File: src/rtl/led_frame_buf.sv
// Double-buffered digit store for a multiplexed LED display: the writer fills the
// back array, and the whole frame moves to the front array only at the scanner's frame_end.
module led_frame_buf #(
   parameter int             N_DIG    = 8,
   parameter int             DW       = 5,
   parameter logic [DW-1:0]  RST_CODE = 5'h18
) (
   input  logic          clk,
   input  logic          rst,
   input  logic          wr_valid,
   output logic          wr_ready,
   input  logic [2:0]    wr_addr,
   input  logic [DW-1:0] wr_data,
   input  logic          wr_last,
   input  logic [2:0]    scan_ptr,
   input  logic          frame_end,
   output logic [DW-1:0] rd_data,
   output logic          pending,
   output logic          swap_pulse,
   output logic [7:0]    swap_cnt
);

   typedef enum logic [0:0] {
      FILL = 1'b0,
      PEND = 1'b1
   } state_t;

   state_t        state_r;
   logic [DW-1:0] back_r  [N_DIG];
   logic [DW-1:0] front_r [N_DIG];
   logic [DW-1:0] rd_data_r;
   logic          wr_ready_r;
   logic          pending_r;
   logic          swap_pulse_r;
   logic [7:0]    swap_cnt_r;

   // Frame FSM, both buffers and every registered output.
   // Reading front_r here returns the pre-swap value, so a swap shows on rd_data one cycle later.
   always_ff @(posedge clk) begin
      if (rst) begin
         state_r      <= FILL;
         back_r       <= '{default: RST_CODE};
         front_r      <= '{default: RST_CODE};
         rd_data_r    <= RST_CODE;
         wr_ready_r   <= 1'b1;
         pending_r    <= 1'b0;
         swap_pulse_r <= 1'b0;
         swap_cnt_r   <= 8'd0;
      end else begin
         rd_data_r    <= front_r[scan_ptr];
         swap_pulse_r <= 1'b0;
         case (state_r)
            FILL: begin
               // frame_end is deliberately ignored here, including when it coincides with wr_last
               if (wr_valid) begin
                  back_r[wr_addr] <= wr_data;
                  if (wr_last) begin
                     state_r    <= PEND;
                     wr_ready_r <= 1'b0;
                     pending_r  <= 1'b1;
                  end else begin
                     state_r    <= FILL;
                  end
               end else begin
                  state_r <= FILL;
               end
            end
            PEND: begin
               if (frame_end) begin
                  front_r      <= back_r;
                  state_r      <= FILL;
                  wr_ready_r   <= 1'b1;
                  pending_r    <= 1'b0;
                  swap_pulse_r <= 1'b1;
                  swap_cnt_r   <= swap_cnt_r + 8'd1;
               end else begin
                  state_r <= PEND;
               end
            end
            default: begin
               state_r    <= FILL;
               wr_ready_r <= 1'b1;
               pending_r  <= 1'b0;
            end
         endcase
      end
   end

   assign wr_ready   = wr_ready_r;
   assign rd_data    = rd_data_r;
   assign pending    = pending_r;
   assign swap_pulse = swap_pulse_r;
   assign swap_cnt   = swap_cnt_r;

endmodule
File: config.mk
export PLATFORM = sky130hd
export DESIGN_NAME = led_frame_buf
export DESIGN_NICKNAME = d
export VERILOG_FILES = /design/src/rtl/led_frame_buf.sv
export SDC_FILE = /design/constraint.sdc
export NUM_CORES = 1
export LEC_CHECK = 0
export BUFFER_PORTS_ARGS = -buffer_cell sky130_fd_sc_hd__buf_2
export CORE_MARGIN = 2
export CORE_UTILIZATION = 35
export CTS_CLUSTER_DIAMETER = 120
export DETAILED_ROUTE_END_ITERATION = 10
export GPL_TIMING_DRIVEN = 0
export PLACE_DENSITY = 0.63
export REMOVE_ABC_BUFFERS = 1
export SETUP_SLACK_MARGIN = 0.1
export SLEW_MARGIN = 20
export SYNTH_ARGS = -nofsm -noshare
export SYNTH_HDL_FRONTEND = slang
export SYNTH_SLANG_ARGS = --single-unit
File: constraint.sdc
create_clock -name clk -period 1.5 [get_ports clk]
set_input_delay 0.3 -clock clk [delete_from_list [all_inputs] [get_ports clk]]
set_output_delay 0.3 -clock clk [all_outputs]
set_load 0.005 [all_outputs]
==> run_results.csv, run 1 <==
group,metric,value,unit
status,outcome,"finished, final reports clean",
clock_network,clk_latency,0.34,ns
grt,grt_pass1_wl,15.1,mm
setup_path,cpLargestDelayFamily,"flip-flops",
clock_network,path_clk_slew,0.07,ns
die,fp-row-count,39,
timing,slew_headroom,64.3,%
pwr,p_sw_share,24.6,%
setup_path,arrival,1.60,ns
timing,tightestPinTransition,0.536,ns
setup_path,slowest_stage,"dfxtp_4",
die,core_area,11300,sq um
clock_network,cts-htree-levels,3,
detailed_routing,ant_nets,0,
pwr,switchingPower,1.27,mW
pwr,p_seq_share,51.7,%
logic_synthesis,synth_area_leaders,"dfxtp_1 48%, nand2_1 8.8%, a21oi_1 7.0%, nand3_1 3.7%, nand3b_1 3.5%",
logic_synthesis,syn-mean-instance-area,8.91,sq um
pwr,clockPowerShare,41.4,%
finish,area_growth,11.7,%
die,die_y,111,microns
detailed_routing,first_pass_iters,5,
logic_synthesis,ys_seq_area_share,48.3,%
pwr,power_density,1150,nW/um^2
timing,setup_tns,0,ns
pwr,leakagePower,1.71,nW
die,initial_core_util,35.5,%
flow_run,maxCapViolations,0,
die,ios,32,
logic_synthesis,synth_top_area_share,48.3,%
finish,fill_cells,1163,
timing,final.setup_skew,0.00799,ns
timing,finalCritPeriodShare,88.9,%
setup_path,cp-end-kind,"flop",
min_path,hp-class,"in2reg",
placed_design,dpl.hpwl,5.57,mm
clock_network,numCtsBuffers,9,
logic_synthesis,synth_cell_types,40,
clock_network,root_buffer,"clkbuf_16",
detailed_routing,routed_via_density,5.24,
grt,overflow,0,
detailed_routing,drc,0,
logic_synthesis,syn_area,4020,sq um
timing,hold_slack,0.284,ns
logic_synthesis,synth_top_area_cell,"dfxtp_1",
pwr,ir_drop,0.000643,V
clock_network,cts_tree,"done",
pwr,power.internal,3.89,mW
logic_synthesis,ys_warn_count,0,
detailed_routing,wl,9.12,mm
detailed_routing,first_iter_violations,161,
die,fp.dieW,111,microns
placed_design,routabilityCongestion,0.715,
finish,final_nets,476,
logic_synthesis,yosys_register_bits,97,
timing,finalSetupViolations,0,
finish,final_cell_mix,"94 x dfxtp_1, 93 x nand2_1, 56 x a21oi_1",
grt,grt_use_total,14.9,%
setup_path,cp-start-kind,"flop",
detailed_routing,num_vias,3180,
setup_path,critPathMaxStageDelay,0.48,ns
grt,grt_start_max_net_pins,55,
detailed_routing,wl_per_cell,15.0,microns
finish,drive_gt1_share,14.9,%
grt,grt_pass1_vias,3047,
setup_path,path_cells,"nand2b_1 > o21ai_0 > a21oi_1",
setup_path,required,1.76,ns
clock_network,cts_buffer_depth,2,
finish,final_common_cell,"dfxtp_1",
timing,hold_viol,0,
timing,slew_viol_final,0,
logic_synthesis,synth_cells,451,
clock_network,cts_sinks,97,
setup_path,cp_num_buf_inv,0,
timing,min_period,1.33,ns
clock_network,postCtsSetupBuffers,0,
timing,grt_setup_unrepaired,"no",
finish,diodes,0,
die,dieArea,12400,sq um
setup_path,criticalPathCategory,"reg2reg",
placed_design,port_buffers,31,
setup_path,path_max_fanout,13,
grt,grt_antenna_before_repair,0,
pwr,p_comb_share,6.9,%
timing,fmax,750,MHz
## power groups by stage
stage | clock, mW | sequential [mW] | combinational [mW]
floorplan | 0 | 2.72 | 0.168
global placement | 0 | 2.72 | 0.322
detailed placement | 0 | 2.72 | 0.341
CTS | 2.17 | 2.67 | 0.350
global route | 2.27 | 2.67 | 0.391
finish | 2.14 | 2.67 | 0.355
## final cells by class
class,count,area (sq um),share of cell area (%)
Clock buffer,11,233,5.19
Timing Repair Buffer,33,198,4.40
Clock inverter,5,41.3,0.920
Tap cell,143,179,3.99
Sequential cell,97,1950,43.4
Inverter,2,7.51,0.167
Multi-Input combinational cell,316,1880,41.9
## worst reg2reg max path: stages (launching register included)
cell and delay [ns]:
dfxtp_4 0.48, nand2b_1 0.43, o21ai_0 0.17, a21oi_1 0.19
## synth_stat cells (all sizes together)
cell type / count
a211o: 16
a21oi: 56
a22oi: 2
a31o: 2
and2: 1
and2b: 1
and3: 17
and3b: 2
buf: 17
clkbuf: 20
dfxtp: 97
dlymetal6s2s: 1
ha: 1
inv: 2
mux2i: 11
mux4: 6
nand2: 95
nand2b: 3
nand3: 31
nand3b: 19
nand4: 1
nor2: 8
nor2b: 2
nor3b: 1
o21ai: 28
o31ai: 2
or2: 1
or3: 3
or3b: 1
or4: 2
xnor2: 2
## logic make-up (layout without fill, tap and decap cells)
group                    count (synthesis)  count (layout)  synth area share [%]
adder cells (fa/ha/maj)                  1               1                 0.311
flip-flops                              97              97                  48.3
buffers and inverters                   40              51                  5.98
XOR/XNOR                                 2               2                 0.436
AO/OA/AOI/OAI                          106             106                  15.1
multiplexers                            17              17                  6.38
AND/OR/NAND/NOR                        188             190                  23.4
## what timing repair did
action,CTS,global route
pin swaps,1,0
endpoints found under the setup margin,74,17
resized for setup,5,4
hold buffers,0,0
cloned,2,0
## registers in the layout, indices dropped and copies added, names as in the netlist
register and flops:
rd_data 5, swap_cnt 8, swap_pulse 1, wr_ready 1, back_r 40, state_r 1, front_r 40, pending 1
## layer usage
layer	share of wire, %	global-route usage [%]	vias up
met5	0	0	-
met4	1.3	4.61	0
met3	3.7	2.52	11
met2	48	25.2	58
met1	47	19.5	1513
li1	-	-	1598
## through the flow
stage	util [%]	cell area, sq um	cells	power [mW]	setup WS (ns)
final	39.6	4490	607	5.16	0.166
after global routing	39.6	4490	607	5.33	0.103
after CTS	39.5	4470	607	5.18	0.124
after detailed placement	36.8	4170	589	3.06	-0.288
after global placement	36.4	4120	587	3.04	-0.773
after floorplan	-	3790	413	2.88	-0.202
## worst paths after layout
path         cells after the start     endpoint  slack, ns  startpoint
max reg2reg                      3   back_r[17]       0.17     state_r
max                              3   back_r[17]       0.17     state_r
min reg2reg                      2  front_r[30]       0.44  back_r[30]
min                              3      pending       0.28     wr_last
(Power assumes the default switching activity.)
==> inputs of run 2 (changes only) <==
--- a/config.mk
+++ b/config.mk
@@ -8,6 +8,7 @@
 export BUFFER_PORTS_ARGS = -buffer_cell sky130_fd_sc_hd__buf_2
 export CORE_MARGIN = 2
 export CORE_UTILIZATION = 35
+export CTS_BUF_LIST = sky130_fd_sc_hd__clkbuf_8
 export CTS_CLUSTER_DIAMETER = 120
 export DETAILED_ROUTE_END_ITERATION = 10
 export GPL_TIMING_DRIVEN = 0
==> constraint.sdc (replaced) <==
create_clock -name clk -period 1.5 [get_ports clk]
set_input_delay 0.3 -clock clk [delete_from_list [all_inputs] [get_ports clk]]
set_output_delay 0.3 -clock clk [all_outputs]
set_load 0.1 [all_outputs]
==> run_results.csv, run 2 (synthesis gave the netlist of run 1 again) <==
group,metric,value,unit
pwr,power_density,1030,nW/um^2
finish,seqCellArea,1950,sq um
setup_path,required,1.20,ns
timing,fmax,732,MHz
clock_network,cts_buffer_depth,2,
clock_network,cts-htree-levels,3,
finish,final_cell_mix,"94 x dfxtp_1, 93 x nand2_1, 56 x a21oi_1",
detailed_routing,first_iter_violations,170,
placed_design,port_buffers,31,
clock_network,path_clk_slew,0.09,ns
detailed_routing,first_pass_iters,5,
setup_path,slowest_stage,"dfxtp_1",
die,initial_core_util,35.5,%
timing,min_period,1.37,ns
timing,worst_slack,0.135,ns
die,fp.dieW,111,microns
setup_path,path_cells,"buf_4",
setup_path,cpLargestDelayFamily,"flip-flops",
detailed_routing,wl_per_cell,14.9,microns
setup_path,path_max_fanout,4,
setup_path,criticalPathCategory,"reg2out",
detailed_routing,routed_via_density,5.25,
die,dieArea,12400,sq um
die,fp-row-count,39,
setup_path,critPathMaxStageDelay,0.39,ns
die,core_area,11300,sq um
grt,overflow,0,
clock_network,clk_latency,0.37,ns
timing,final.setup_skew,0.0149,ns
clock_network,numCtsBuffers,9,
setup_path,arrival,1.07,ns
die,die_y,111,microns
finish,area_growth,11.1,%
finish,drive_gt1_share,15.1,%
timing,slew_viol_final,0,
setup_path,cp_num_buf_inv,1,
setup_path,cp-end-kind,"output pin",
grt,grt_pass1_vias,3044,
grt,grt_use_total,14.9,%
placed_design,dpl.hpwl,5.57,mm
grt,grt_pass1_wl,15.0,mm
timing,grt_setup_unrepaired,"yes",
pwr,ir_drop,0.000471,V
finish,multiInputGateArea,1880,sq um
grt,grt_start_max_net_pins,55,
clock_network,cts_sinks,97,
timing,hold_viol,0,
clock_network,root_buffer,"clkbuf_8",
detailed_routing,drc,0,
placed_design,routabilityCongestion,0.715,
finish,final_common_cell,"dfxtp_1",
timing,finalCritPeriodShare,91.0,%
clock_network,cts_tree,"done",
detailed_routing,wl,9.04,mm
flow_run,maxCapViolations,0,
min_path,hp-class,"in2reg",
timing,slew_headroom,65.7,%
status,outcome,"finished, final reports clean",
timing,tightestPinTransition,0.514,ns
setup_path,cp-start-kind,"flop",
finish,fill_cells,1168,
grt,grt_antenna_before_repair,0,
detailed_routing,ant_nets,0,
timing,setup_tns,0,ns
pwr,leakagePower,1.68,nW
finish,final_nets,477,
die,ios,32,
finish,diodes,0,
detailed_routing,num_vias,3195,
placed_design,place_ws,-0.288,ns
timing,finalSetupViolations,0,
[run 2: metal layers]
metal / vias up / track usage (%) / share of wire, %
li1: 1593 / - / -
met1: 1508 / 19.1 / 45
met2: 82 / 25.2 / 48
met3: 12 / 3.01 / 4.9
met4: 0 / 5.19 / 1.8
met5: - / 0 / 0
[run 2: through the flow]
step / instance area [sq um] / power (mW) / util [%] / std cells / hold WS (ns)
after global placement: 4120 / 3.10 / 36.4 / 587 / 0.435
final: 4470 / 4.61 / 39.4 / 608 / 0.247
after detailed placement: 4170 / 3.12 / 36.8 / 589 / 0.440
after CTS: 4420 / 4.65 / 39.1 / 607 / 0.228
after floorplan: 3790 / 2.94 / - / 413 / 0.369
after global routing: 4470 / 4.78 / 39.4 / 608 / 0.263
[run 2: layout make-up]
type                       instances  area share [%]
clock buffer                       9            2.77
clock inverter                     7            1.09
inverter                           2           0.168
multi-input combinational        316            42.1
sequential                        97            43.7
tap                              143            4.01
timing repair buffer              34            6.08
[run 2: repair_timing]
action                                 4_1_cts  5_1_grt
endpoints found under the hold margin        0        0
pin swaps                                    1        0
setup buffers                                0        1
cloned                                       2        0
hold buffers                                 0        0
resized for setup                           25        9
setup endpoints to repair                   89       13
[run 2: power by group]
group | internal [mW] | switching, mW | total (mW)
clock | 0.603 | 0.929 | 1.53
combinational | 0.129 | 0.286 | 0.416
sequential | 2.63 | 0.0360 | 2.66
total | 3.36 | 1.25 | 4.61
[run 2: final timing paths]
kind,from,end,slack [ns],depth (start not counted)
setup reg to reg,swap_cnt[3],swap_cnt[7],0.16,3
hold / removal,wr_last,state_r,0.25,3
hold reg to reg,back_r[10],front_r[10],0.44,2
setup / recovery,swap_cnt[4],swap_cnt[4],0.13,1
==> inputs of run 3 (changes only) <==
--- a/config.mk
+++ b/config.mk
@@ -6,6 +6,7 @@
 export NUM_CORES = 1
 export LEC_CHECK = 0
 export BUFFER_PORTS_ARGS = -buffer_cell sky130_fd_sc_hd__buf_2
+export CORE_ASPECT_RATIO = 0.8
 export CORE_MARGIN = 2
 export CORE_UTILIZATION = 35
 export CTS_BUF_LIST = sky130_fd_sc_hd__clkbuf_8
==> constraint.sdc (replaced) <==
create_clock -name clk -period 1.32 [get_ports clk]
set_input_delay 0.264 -clock clk [delete_from_list [all_inputs] [get_ports clk]]
set_output_delay 0.264 -clock clk [all_outputs]
set_load 0.1 [all_outputs]
==> run_results.csv, run 3 (synthesis gave the netlist of run 1 again) <==
group,metric,value,unit
setup_path,slowest_stage,"or4_1",
setup_path,cp-start-kind,"flop",
clock_network,cts-htree-levels,3,
pwr,finalPower,5.48,mW
status,outcome,"finished with violations",
die,fp-row-count,34,
die,initial_core_util,36.5,%
die,dieArea,12400,sq um
timing,slew_headroom,61.8,%
setup_path,path_cells,"nand3_2 > or4_1 > a21oi_1",
finish,area_growth,18.5,%
detailed_routing,wl_per_cell,15.8,microns
die,ios,32,
finish,final_common_cell,"nand2_1",
timing,finalSetupViolations,2,
finish,final_cell_mix,"93 x nand2_1, 87 x dfxtp_1, 55 x a21oi_1",
setup_path,criticalPathCategory,"reg2reg",
detailed_routing,drc,0,
grt,grt_pass1_wl,15.9,mm
die,core_area,11000,sq um
clock_network,root_buffer,"clkbuf_8",
timing,hold_viol,0,
timing,hold_slack,0.211,ns
detailed_routing,routed_via_density,5.31,
finish,seqCellArea,1970,sq um
flow_run,maxCapViolations,0,
setup_path,arrival,1.63,ns
setup_path,path_max_fanout,12,
detailed_routing,ant_nets,0,
die,die_y,99.8,microns
timing,grt_setup_unrepaired,"yes",
clock_network,cts_tree,"done",
clock_network,numCtsBuffers,9,
grt,grt_use_total,16.6,%
finish,utilization,43.2,%
placed_design,routabilityCongestion,0.736,
timing,setup_tns,-0.0302,ns
setup_path,cp-end-kind,"flop",
grt,grt_start_max_net_pins,76,
die,fp.dieW,124,microns
finish,final_nets,484,
timing,slew_viol_final,0,
finish,final_cell_area,4760,sq um
placed_design,port_buffers,31,
placed_design,dpl.hpwl,5.84,mm
clock_network,cts_buffer_depth,2,
grt,grt_pass1_vias,3154,
timing,fmax,744,MHz
timing,worst_slack,-0.0232,ns
clock_network,cts_hold_buf,0,
finish,fill_cells,1098,
setup_path,required,1.61,ns
finish,diodes,0,
detailed_routing,first_pass_iters,5,
timing,finalCritPeriodShare,102,%
clock_network,clk_latency,0.36,ns
timing,final.setup_skew,0.00764,ns
timing,tightestPinTransition,0.573,ns
grt,overflow,0,
placed_design,place_area,4180,sq um
status,violations,"setup timing",
detailed_routing,wl,9.71,mm
detailed_routing,first_iter_violations,192,
pwr,ir_drop,0.000667,V
setup_path,critPathMaxStageDelay,0.51,ns
timing,min_period,1.34,ns
pwr,power_density,1150,nW/um^2
pwr,leakagePower,1.78,nW
finish,drive_gt1_share,18.5,%
detailed_routing,num_vias,3266,
clock_network,cts_sinks,97,
min_path,hp-class,"in2reg",
clock_network,path_clk_slew,0.09,ns
grt,grt_antenna_before_repair,0,
finish,multiInputGateArea,1930,sq um
run 3: cell types whose count changed in the layout (fill, tap and decap cells not counted), sizes merged:
| cell | change |
|---|---|
| clkinvlp | -2 |
| bufinv | +1 |
| nor2 | +1 |
| inv | -2 |
| nor2b | +1 |
| buf | +4 |
| clkbuf | +3 |
run 3: power by group:
part	internal (mW)	leakage (nW)	switching, mW
clock	0.957	0.106	0.973
sequential	2.98	0.793	0.0459
combinational	0.185	0.878	0.343
total	4.12	1.78	1.36
run 3: stage by stage:
step / worst slack, ns / instances
after global routing: -0.116 / 615
after CTS: 0.0154 / 611
after global placement: -0.986 / 588
after floorplan: -0.702 / 413
after detailed placement: -0.563 / 590
final: -0.0232 / 615
run 3: final cells by class:
cell class / instances / share of cell area [%]
timing repair buffer: 39 / 10.1
multi-input combinational: 318 / 40.5
clock buffer: 11 / 3.18
inverter: 2 / 0.158
clock inverter: 4 / 0.919
tap: 144 / 3.78
sequential: 97 / 41.4
run 3: path summary, 6_finish.rpt:
path | startpoint | end | slack [ns] | depth (start not counted)
worst min-delay path | wr_last | state_r | 0.21 | 3
worst max register to register | state_r | swap_cnt[6] | -0.02 | 3
worst min register to register | back_r[5] | front_r[5] | 0.45 | 2
worst max-delay path | state_r | swap_cnt[6] | -0.02 | 3
run 3: metal layers:
metal	vias to the layer above	GRT usage [%]	share of wire, %
met5	-	0	0
met4	0	5.33	1.5
met3	14	4.83	6.6
met2	93	24.9	45
met1	1555	23.1	47
li1	1604	-	-
run 3: timing repair:
item / 4_1_cts / 5_1_grt
buffers inserted: 4 / 2
hold endpoints to repair: 0 / 0
cloned: 2 / 2
pin swaps: 4 / 1
setup endpoints to repair: 104 / 98
resized for setup: 70 / 21
run 3: critical path, delay by kind of cell, from the launching register on:
kind            cells  cell delay (ns)
simple gates        2             0.64
flops               1             0.48
compound gates      1             0.15
